$ cat src/rtl/sram_req_arbiter.sv
// sram_req_arbiter
//   Shares one SRAM-like memory port between the instruction-fetch master
//   (M0, read only) and the load/store master (M1).
//   - Address phase: M1 has fixed priority. A grant that is not accepted
//     downstream in the same cycle is locked until the handshake happens or
//     the granted master withdraws its request.
//   - Every accepted request pushes its owner (0=M0, 1=M1) into an in-order
//     FIFO. Each response beat pops the head and is steered to that owner.
//   - addr_ok and data_ok are combinational pass-throughs, so neither phase
//     gains any latency.
// Ports:
//   clk, reset             clock, synchronous active-high reset
//   inst_*                 M0 SRAM-like port (req/size/addr in, addr_ok/data_ok/rdata out)
//   data_*                 M1 SRAM-like port (req/wr/size/wstrb/addr/wdata in, addr_ok/data_ok/rdata out)
//   mem_*                  downstream port (granted request out, addr_ok/data_ok/rdata in)
//   outstanding            accepted-but-unanswered request count
//   resp_err               sticky flag: response beat arrived with nothing outstanding
module sram_req_arbiter #(
  parameter int DEPTH = 4
) (
  input  logic                     clk,
  input  logic                     reset,
  input  logic                     inst_req,
  input  logic [1:0]               inst_size,
  input  logic [31:0]              inst_addr,
  output logic                     inst_addr_ok,
  output logic                     inst_data_ok,
  output logic [31:0]              inst_rdata,
  input  logic                     data_req,
  input  logic                     data_wr,
  input  logic [1:0]               data_size,
  input  logic [3:0]               data_wstrb,
  input  logic [31:0]              data_addr,
  input  logic [31:0]              data_wdata,
  output logic                     data_addr_ok,
  output logic                     data_data_ok,
  output logic [31:0]              data_rdata,
  output logic                     mem_req,
  output logic                     mem_wr,
  output logic [1:0]               mem_size,
  output logic [3:0]               mem_wstrb,
  output logic [31:0]              mem_addr,
  output logic [31:0]              mem_wdata,
  input  logic                     mem_addr_ok,
  input  logic                     mem_data_ok,
  input  logic [31:0]              mem_rdata,
  output logic [$clog2(DEPTH):0]   outstanding,
  output logic                     resp_err
);

  localparam int AW = $clog2(DEPTH);
  localparam int CW = AW + 1;

  typedef enum logic [1:0] {
    IDLE   = 2'd0,
    LOCK_I = 2'd1,
    LOCK_D = 2'd2
  } state_t;

  state_t          state_r;
  state_t          state_nxt_s;
  logic            gnt_data_s;   // 1: M1 owns the address phase, 0: M0
  logic            gnt_req_s;    // request of the granted master
  logic            full_s;
  logic            empty_s;
  logic            hs_s;         // address handshake this cycle
  logic            pop_s;        // response beat consumes the FIFO head
  logic            head_s;
  logic [DEPTH-1:0] owner_r;
  logic [AW-1:0]   wr_ptr_r;
  logic [AW-1:0]   rd_ptr_r;
  logic [CW-1:0]   count_r;
  logic            resp_err_r;

  // Grant selection: locked states pin the grant, IDLE picks M1 first.
  always_comb begin
    gnt_data_s = 1'b0;
    gnt_req_s  = 1'b0;
    case (state_r)
      IDLE: begin
        if (data_req) begin
          gnt_data_s = 1'b1;
          gnt_req_s  = 1'b1;
        end else begin
          gnt_data_s = 1'b0;
          gnt_req_s  = inst_req;
        end
      end
      LOCK_I: begin
        gnt_data_s = 1'b0;
        gnt_req_s  = inst_req;
      end
      LOCK_D: begin
        gnt_data_s = 1'b1;
        gnt_req_s  = data_req;
      end
      default: begin
        gnt_data_s = 1'b0;
        gnt_req_s  = 1'b0;
      end
    endcase
  end

  // full is based on the registered count only, so a same-cycle pop never
  // creates a mem_data_ok -> mem_req combinational path.
  assign full_s  = (count_r == CW'(DEPTH));
  assign empty_s = (count_r == {CW{1'b0}});
  assign mem_req = gnt_req_s & ~full_s;
  assign hs_s    = mem_req & mem_addr_ok;
  assign pop_s   = mem_data_ok & ~empty_s;
  assign head_s  = owner_r[rd_ptr_r];

  assign inst_addr_ok = hs_s & ~gnt_data_s;
  assign data_addr_ok = hs_s & gnt_data_s;
  assign inst_data_ok = pop_s & ~head_s;
  assign data_data_ok = pop_s & head_s;
  assign inst_rdata   = mem_rdata;
  assign data_rdata   = mem_rdata;
  assign outstanding  = count_r;
  assign resp_err     = resp_err_r;

  // Next-state: lock an unaccepted grant, release on handshake or withdrawal.
  always_comb begin
    state_nxt_s = state_r;
    case (state_r)
      IDLE: begin
        if (gnt_req_s && !hs_s) begin
          state_nxt_s = gnt_data_s ? LOCK_D : LOCK_I;
        end else begin
          state_nxt_s = IDLE;
        end
      end
      LOCK_I, LOCK_D: begin
        if (hs_s || !gnt_req_s) begin
          state_nxt_s = IDLE;
        end else begin
          state_nxt_s = state_r;
        end
      end
      default: state_nxt_s = IDLE;
    endcase
  end

  // Downstream request fields; an M0 grant is always a plain read.
  always_comb begin
    mem_wr    = 1'b0;
    mem_size  = 2'b00;
    mem_wstrb = 4'b0000;
    mem_addr  = 32'h0000_0000;
    mem_wdata = 32'h0000_0000;
    if (gnt_data_s) begin
      mem_wr    = data_wr;
      mem_size  = data_size;
      mem_wstrb = data_wstrb;
      mem_addr  = data_addr;
      mem_wdata = data_wdata;
    end else begin
      mem_size  = inst_size;
      mem_addr  = inst_addr;
    end
  end

  // Grant FSM state register.
  always_ff @(posedge clk) begin
    if (reset) begin
      state_r <= IDLE;
    end else begin
      state_r <= state_nxt_s;
    end
  end

  // Owner FIFO storage; contents are don't-care while count is zero.
  always_ff @(posedge clk) begin
    if (hs_s) begin
      owner_r[wr_ptr_r] <= gnt_data_s;
    end
  end

  // FIFO pointers, occupancy count and sticky response-error flag.
  always_ff @(posedge clk) begin
    if (reset) begin
      wr_ptr_r   <= {AW{1'b0}};
      rd_ptr_r   <= {AW{1'b0}};
      count_r    <= {CW{1'b0}};
      resp_err_r <= 1'b0;
    end else begin
      if (hs_s) begin
        wr_ptr_r <= wr_ptr_r + AW'(1'b1);
      end
      if (pop_s) begin
        rd_ptr_r <= rd_ptr_r + AW'(1'b1);
      end
      case ({hs_s, pop_s})
        2'b10:   count_r <= count_r + CW'(1'b1);
        2'b01:   count_r <= count_r - CW'(1'b1);
        default: count_r <= count_r;
      endcase
      if (mem_data_ok && empty_s) begin
        resp_err_r <= 1'b1;
      end
    end
  end

endmodule

$ cat config.mk
export PLATFORM = sky130hd
export DESIGN_NAME = sram_req_arbiter
export DESIGN_NICKNAME = d
export VERILOG_FILES = /design/src/rtl/sram_req_arbiter.sv
export SDC_FILE = /design/constraint.sdc
export NUM_CORES = 1
export LEC_CHECK = 0
export ABC_AREA = 1
export BUFFER_PORTS_ARGS = -buffer_cell sky130_fd_sc_hd__buf_2
export CORE_AREA = 2 2 110 112
export CTS_CLUSTER_SIZE = 12
export DETAILED_ROUTE_END_ITERATION = 12
export DIE_AREA = 0 0 112 114
export SYNTH_ARGS = -nofsm -noshare
export SYNTH_HDL_FRONTEND = slang
export SYNTH_SLANG_ARGS = --single-unit
$ cat constraint.sdc
create_clock -name clk -period 3.4 [get_ports clk]
set_input_delay 0.17 -clock clk [delete_from_list [all_inputs] [get_ports clk]]
set_output_delay 0.17 -clock clk [all_outputs]
set_load 0.01 [all_outputs]
### After elaboration in Yosys (flattened, before gate mapping)

Cells that the tools add are included.

* register bits after elaboration: 14
* output and inout bits: 144
* logic and storage cells: 59

* $add $sub $neg: 4
* magnitude comparators: 3
* equality and inequality tests: 6
* multiplexer cells: 19
* bitwise operators: 11
* reductions and logical operators: 10

Operators by type and width (count)
* $mux W32: 2
* $mux W2: 4
* $and A1 B1 Y1: 7
* $lt A2 B3 Y1 const B: 2
* $pmux W3 S2: 1
* $mux W1: 5
* $add A2 B1 Y2 const B: 2
* $bwmux W4: 1
* $eq A2 B1 Y1 const B: 2
* $eq A2 B2 Y1 const B: 2
* $mux W4: 1
* $not A1 Y1: 4
* $pmux W2 S2: 1
* $add A3 B1 Y3 const B: 1
* $eq A3 B3 Y1 const B: 1
* $logic_and A1 B1 Y1: 3
* $logic_not A3 Y1: 1
* $pmux W1 S3: 1
* $sub A3 B1 Y3 const B: 1
* $bmux W1 S2: 1
* $demux W1 S2: 1
* $ge A2 B1 Y1 const B: 1
* $logic_not A1 Y1: 2
* $logic_not A2 Y1: 1
* 5 further kinds: 5

### Logic depth before layout (Yosys ltp)

Gate-level depths: netlist of run 1.

* word-level depth: 8
* depth in mapped cells: 13

### Worst setup path before layout of run 1

No wires, ideal clock.

* path type: reg2reg
* start point: register state_r[0]
* end point: register count_r[2], in the netlist outstanding[2]
* library setup time: 0.122 ns
* arrival time: 2.168 ns
* data required time: 3.278 ns
* slack: 1.110 ns
* stages on the path, launching flop included: 14
* period minus slack after synthesis: 2.290 ns
* path through: dfxtp_1 > inv_1 > ha_1 > o21ai_0 > nand2_1 > nand4_2 > buf_6 > ha_1 > inv_1 > fa_1 > a21oi_1 > o21ai_0 > o21ai_0 > a21oi_1

* word-level cells in the longest chain between the ends: 6
* elaborated cells between the ends (all ways): 10
* classes of those cells: eq/ne (4); mux (2); bitwise (2); reduce/logical (2)

RTL lines
* from (decl): line 60 `state_t state_r;`
* from (signal assigned): line 168 `state_r <= state_nxt_s;`
* $eq A2 B2 Y1, or another cell as far along: line 79 `case (state_r)`
* $pmux W1 S3 *: line 79
* $and A1 B1 Y1 *: line 108 `assign mem_req = gnt_req_s & ~full_s;`
* $and A1 B1 Y1 *: line 109 `assign hs_s = mem_req & mem_addr_ok;`
* $eq A2 B1 Y1 / $eq A2 B2 Y1 (equally long branches): line 193 `case ({hs_s, pop_s})`
* $pmux W3 S2 / $reduce_bool A2 Y1 (equally long branches)
* to (signal assigned): line 194 `2'b10: count_r <= count_r + CW'(1'b1);`
* to (signal assigned): line 195 `2'b01: count_r <= count_r - CW'(1'b1);`
* to (signal assigned): line 196 `default: count_r <= count_r;`
* to (decl): line 72 `logic [CW-1:0] count_r;`

Every way passes the cells marked *; elsewhere a longest branch is shown, timed or not.
A chain may end at the register's enable or synchronous reset.

### Worst setup path after layout of run 1

Ends and elaborated chain as after synthesis.

==> results of run 1 <==
==> per-layer routing <==
metal / global-route usage (%) / vias to the layer above
li1: - / 1204
met1: 11.5 / 869
met2: 12.7 / 148
met3: 7.23 / 10
met4: 1.71 / 0
met5: 0 / -
==> cells in the mapped netlist, drive strengths merged <==
cell / n / area [um2]
o21bai: 1 / 7.51
inv: 60 / 225
nor2: 50 / 188
nand4: 2 / 18.8
dfxtp: 10 / 200
ha: 9 / 113
a21oi: 10 / 61.3
fa: 1 / 20.0
and2: 1 / 6.26
clkbuf: 3 / 11.3
nand2: 113 / 432
nor3: 3 / 25.0
a32o: 1 / 10.0
or2: 1 / 6.26
nand3: 2 / 10.0
edfxtp: 4 / 120
and3: 1 / 7.51
a22oi: 1 / 7.51
o21ai: 7 / 35.0
buf: 72 / 527
==> logic make-up (layout without fill, tap and decap cells) <==
group,after synthesis,after routing,synth area share [%]
AND/OR/NAND/NOR,173,173,34.1
AO/OA/AOI/OAI,20,20,5.98
buffers and inverters,135,255,37.6
adder cells (fa/ha/maj),10,10,6.53
flip-flops,14,14,15.8
==> layout make-up <==
type                            count  share of cell area [%]
Multi-Input combinational cell    203                    34.9
Sequential cell                    14                    11.8
Clock buffer                        3                    2.77
Tap cell                          147                    6.78
Timing Repair Buffer              191                    35.3
Inverter                           60                    8.30
Clock inverter                      1                   0.138
==> critical path, cell delays in order, from the launching register on <==
cell and delay (ps):
dfxtp_1 360, inv_1 80, ha_1 260, o21ai_0 250, nand2_1 110, nand4_2 240
ha_1 200, inv_1 60, fa_1 370, a21oi_1 140, o21ai_0 110, o21ai_0 160
a21oi_1 50
==> flip-flops by register name, indices dropped and copies added (netlist names) <==
signal       count
resp_err         1
wr_ptr_r         2
state_r          2
owner_r          4
rd_ptr_r         2
outstanding      3
==> power by group through the flow <==
stage	registers, uW	clock network, uW	logic, uW
2_1_floorplan	246	0	552
3_3_place_gp	240	0	797
3_5_place_dp	241	0	798
4_1_cts	238	229	801
5_1_grt	242	242	882
6_report	238	223	782
==> stage by stage <==
stage                     area (um2)  setup slack [ps]
after floorplan                 2030              1110
after global placement          2640               951
after detailed placement        2640               903
after CTS                       2710               876
after global routing            2710               566
final                           2710               888
==> final timing paths <==
path | startpoint | end | slack, ps | cells past startpoint
setup / recovery | state_r[0] | outstanding[2] | 890 | 12
hold / removal | reset | state_r[0] | 180 | 2
setup reg to reg | state_r[0] | outstanding[2] | 890 | 12
hold reg to reg | resp_err | resp_err | 450 | 2
==> impl_metrics.yaml, run 1 <==
global_route:
  antenna_found_initial: 0
  grt_overflow: 0
  grt_max_degree: 73
  grt_pass1_vias: 1771
  grt_usage_pct: 9.26
  grt_first_pass_wirelength_mm: 9.43
power:
  p_seq_share_pct: 19.1
  powerDensity_nw_per_um2: 458
  intPower_uw: 673
  power_switching_uw: 570
  power_leakage_uw: 0.00179
  p_total_uw: 1240
  swShare_pct: 45.9
  ir_drop_mv: 0.183
  clkPwrFrac_pct: 18.0
  comb_power_share_pct: 62.9
floorplanning:
  coreArea_um2: 11700
  start_util_pct: 17.3
  die_h_um: 114
  die_area_um2: 12800
  core.rowCount: 40
  ios: 287
  die_w_um: 112
timing:
  slew_viol_final: 0
  worst_pin_slew_ps: 733
  min_period_over_period_pct: 73.9
  relSlewSlack_pct: 51.1
  hold-worst-slack_ps: 177
  hold_viol_final: 0
  setup_viol: 0
  finalCriticalPeriod_ps: 2510
  rsz0062_at_grt: "no"
  max_freq_mhz: 398
  skew_ps: 0.756
  setup_tns_ps: 0
synthesis:
  avgSynthCellArea_um2: 5.77
  synth-seq-cells: 14
  synth_nets: 505
  ys_warn_count: 0
  yosysSeqAreaShare_pct: 15.8
  ys_types: 27
  postSynthCellCount: 352
  syn-cell-area_um2: 2030
routing:
  ant_nets: 0
  viasPerCell: 3.60
  drt_iter0_drc: 52
  top_layer: "met4"
  finalWirelength_mm: 6.77
  wl_met2_mm: 2.83
  wl_met1_mm: 2.76
  firstDrtPassIters: 4
  dr_total_vias: 2231
  wl_per_cell_um: 10.9
  drc_errors: 0
  met3_length_mm: 1.09
cells_and_area:
  layout_commonest_cell: "buf_2"
  fin_nets: 626
  final_util_pct: 23.2
  syn_to_final_growth_pct: 33.6
  antenna_cells: 0
  final_cells: 619
  multi_input_area_um2: 947
  drive_gt1_share_pct: 42.8
  layout_common_cells: "190 x buf_2, 112 x nand2_1, 59 x inv_1, 50 x nor2_1, 10 x dfxtp_1"
  seq_area_um2: 320
  fill_cells: 1377
setup_path:
  end_kind: "register"
  arrival_ps: 2640
  cp-start-kind: "register"
  crit_type: "register to register"
  cp_max_fo: 12
  critPathRequiredTime_ps: 3530
status:
  status: "completed"
cts:
  cts_setup_buffers: 0
  clockBufferDepth: 2
  hold_buffers: 0
  htreeDepth: 1
  path_clk_slew_ps: 50
  root_buffer: "clkbuf_16"
  cts.sinks: 14
  cts.repair.resized: 0
  tritoncts: "done"
  clk_latency_ps: 240
  cts_buffers: 3
placed_design:
  dp.cells: 615
  place_congestion: 0.733
  dp_hpwl_mm: 5.72
  port_buffers: 190
job:
  cap_violations: 0
worst_hold_path:
  hp-class: "input port to register"
(Power assumes the default switching activity.)
==> run 2, diff against run 1 <==
--- a/config.mk
+++ b/config.mk
@@ -7,10 +7,10 @@
 export LEC_CHECK = 0
 export ABC_AREA = 1
 export BUFFER_PORTS_ARGS = -buffer_cell sky130_fd_sc_hd__buf_2
-export CORE_AREA = 2 2 110 112
+export CORE_AREA = 2 2 111 113
 export CTS_CLUSTER_SIZE = 12
 export DETAILED_ROUTE_END_ITERATION = 12
-export DIE_AREA = 0 0 112 114
+export DIE_AREA = 0 0 113 115
 export SYNTH_ARGS = -nofsm -noshare
 export SYNTH_HDL_FRONTEND = slang
 export SYNTH_SLANG_ARGS = --single-unit
==> constraint.sdc (replaced) <==
create_clock -name clk -period 2.1 [get_ports clk]
set_input_delay 0.105 -clock clk [delete_from_list [all_inputs] [get_ports clk]]
set_output_delay 0.105 -clock clk [all_outputs]
set_load 0.01 [all_outputs]
==> run 2 against run 1 <==
The flow now finishes with violations (DRC); final cell count rose by 0.32%; non-clock buffer count up 2; sequential share of layout area down 0.065 points; clock power is 82% higher; routed wire length shrank 0.99%; combinational power is 66% higher; via count up 3.0%; core utilization increased by 0.29 points; critical path depth did not move.
==> impl_metrics.yaml, run 2 (same netlist as run 1, synthesis figures left out) <==
setup_path:
  end_kind: "register"
  ff2ff_path_depth: 12
  r2r_setup_slack_ps: 150
  arrival_ps: 2090
  crit_type: "register to register"
  cp_cell_sequence: "inv_2 > ha_2 > o21ai_2 > nand2_2 > nand4_2 > ha_1 > inv_1 > fa_2 > a21oi_1 > o21ai_1 > o21ai_1 > a21oi_1"
  critPathRequiredTime_ps: 2240
  r2r-end: "outstanding[2]"
  cp.buffers_inverters: 2
  cp_top_family: "adder cells"
  cpPeakStageDelay_ps: 360
  cp-start-kind: "register"
  r2r_start: "state_r[0]"
  cp_max_fo: 4
  cp_slowest_cell: "dfxtp_4"
status:
  status: "complete, but fails checks"
  violations: "DRC"
cts:
  htreeDepth: 1
  clk_latency_ps: 250
  path_clk_slew_ps: 50
  root_buffer: "clkbuf_16"
  cts_setup_buffers: 0
  tritoncts: "done"
  hold_buffers: 0
  cts.sinks: 14
  cts_buffers: 3
  clockBufferDepth: 2
  cts.repair.resized: 0
floorplanning:
  start_util_pct: 17.2
  die_area_um2: 13000
  die_h_um: 115
  core.rowCount: 40
  coreArea_um2: 11800
  ios: 287
  die_w_um: 113
worst_hold_path:
  worstHoldStart: "reset"
  hp-class: "input port to register"
  hold_end: "state_r[0]"
  holdPathStages: 2
timing:
  slew_viol_final: 0
  worst_pin_slew_ps: 649
  hold-worst-slack_ps: 107
  setup_viol: 0
  rsz0062_at_grt: "no"
  hold_viol_final: 0
  max_freq_mhz: 513
  setup_tns_ps: 0
  skew_ps: 4.65
  relSlewSlack_pct: 56.7
  finalCriticalPeriod_ps: 1950
  min_period_over_period_pct: 92.9
routing:
  dr_total_vias: 2297
  firstDrtPassIters: 8
  ant_nets: 0
  drc_errors: 6
  viasPerCell: 3.70
  wl_per_cell_um: 10.8
  drt_iter0_drc: 70
  finalWirelength_mm: 6.70
global_route:
  antenna_found_initial: 0
  grt_first_pass_wirelength_mm: 9.71
  grt_usage_pct: 9.27
  grt_max_degree: 50
  grt_overflow: 0
  grt_pass1_vias: 2021
power:
  ir_drop_mv: 0.268
  power_leakage_uw: 0.00181
  p_total_uw: 2100
  powerDensity_nw_per_um2: 756
cells_and_area:
  drive_gt1_share_pct: 45.4
  layout_commonest_cell: "buf_2"
  fin_nets: 628
  finalInstanceArea_um2: 2770
  max_flop_register: "owner_r"
  syn_to_final_growth_pct: 36.5
  largest_register_ff_count: 4
  antenna_cells: 0
  layout_common_cells: "190 x buf_2, 111 x nand2_1, 57 x inv_1, 50 x nor2_1, 9 x a21oi_1"
job:
  cap_violations: 0
placed_design:
  port_buffers: 190
  dp_hpwl_mm: 5.70
  placed_cell_area_um2: 2680
  place_congestion: 0.738
[run 2: cell types whose count changed in the layout (fill, tap and decap cells not counted), sizes merged]
cell and change:
buf +2, clkinv -1, clkbuf +1
[run 2: worst max path at each step]
stage          startpoint             end  slack (ps)  depth (start not counted)
2_1_floorplan  state_r[0]  outstanding[2]          10                         13
3_3_place_gp   state_r[0]  outstanding[2]          70                         12
3_5_place_dp   state_r[0]  outstanding[2]          60                         12
4_1_cts        state_r[0]  outstanding[2]          50                         12
5_1_grt        state_r[0]  outstanding[2]          20                         12
6_report       state_r[0]  outstanding[2]         150                         12
[run 2: final cells by class]
cell class                      instances  area [um2]
Timing Repair Buffer                  193         973
Sequential cell                        14         325
Multi-Input combinational cell        203         975
Tap cell                              147         184
Inverter                               60         225
Clock buffer                            4        88.8
Fill cell                            1387        9040
[run 2: per-layer routing]
layer	GRT usage, %	share of wire [%]	vias to the layer above
met1	12.4	44	931
li1	-	-	1207
met5	0	0	-
met3	4.64	12	9
met2	13.7	43	150
met4	1.46	1.0	0
[run 2: power breakdown]
part / leakage, uW / total (uW) / switching (uW) / internal (uW)
sequential: 0.000120 / 387 / 41.3 / 346
clock: 0.0000442 / 406 / 117 / 289
combinational: 0.00164 / 1300 / 784 / 519
total: 0.00181 / 2100 / 942 / 1150
[run 2: metrics by stage]
step	worst slack (ps)	utilization [%]	instances
finish	150	23.5	621
global route	20.8	23.5	621
CTS	54.7	23.4	621
detailed placement	56.8	22.6	617
global placement	69.9	22.6	617
floorplan	10.7	-	352
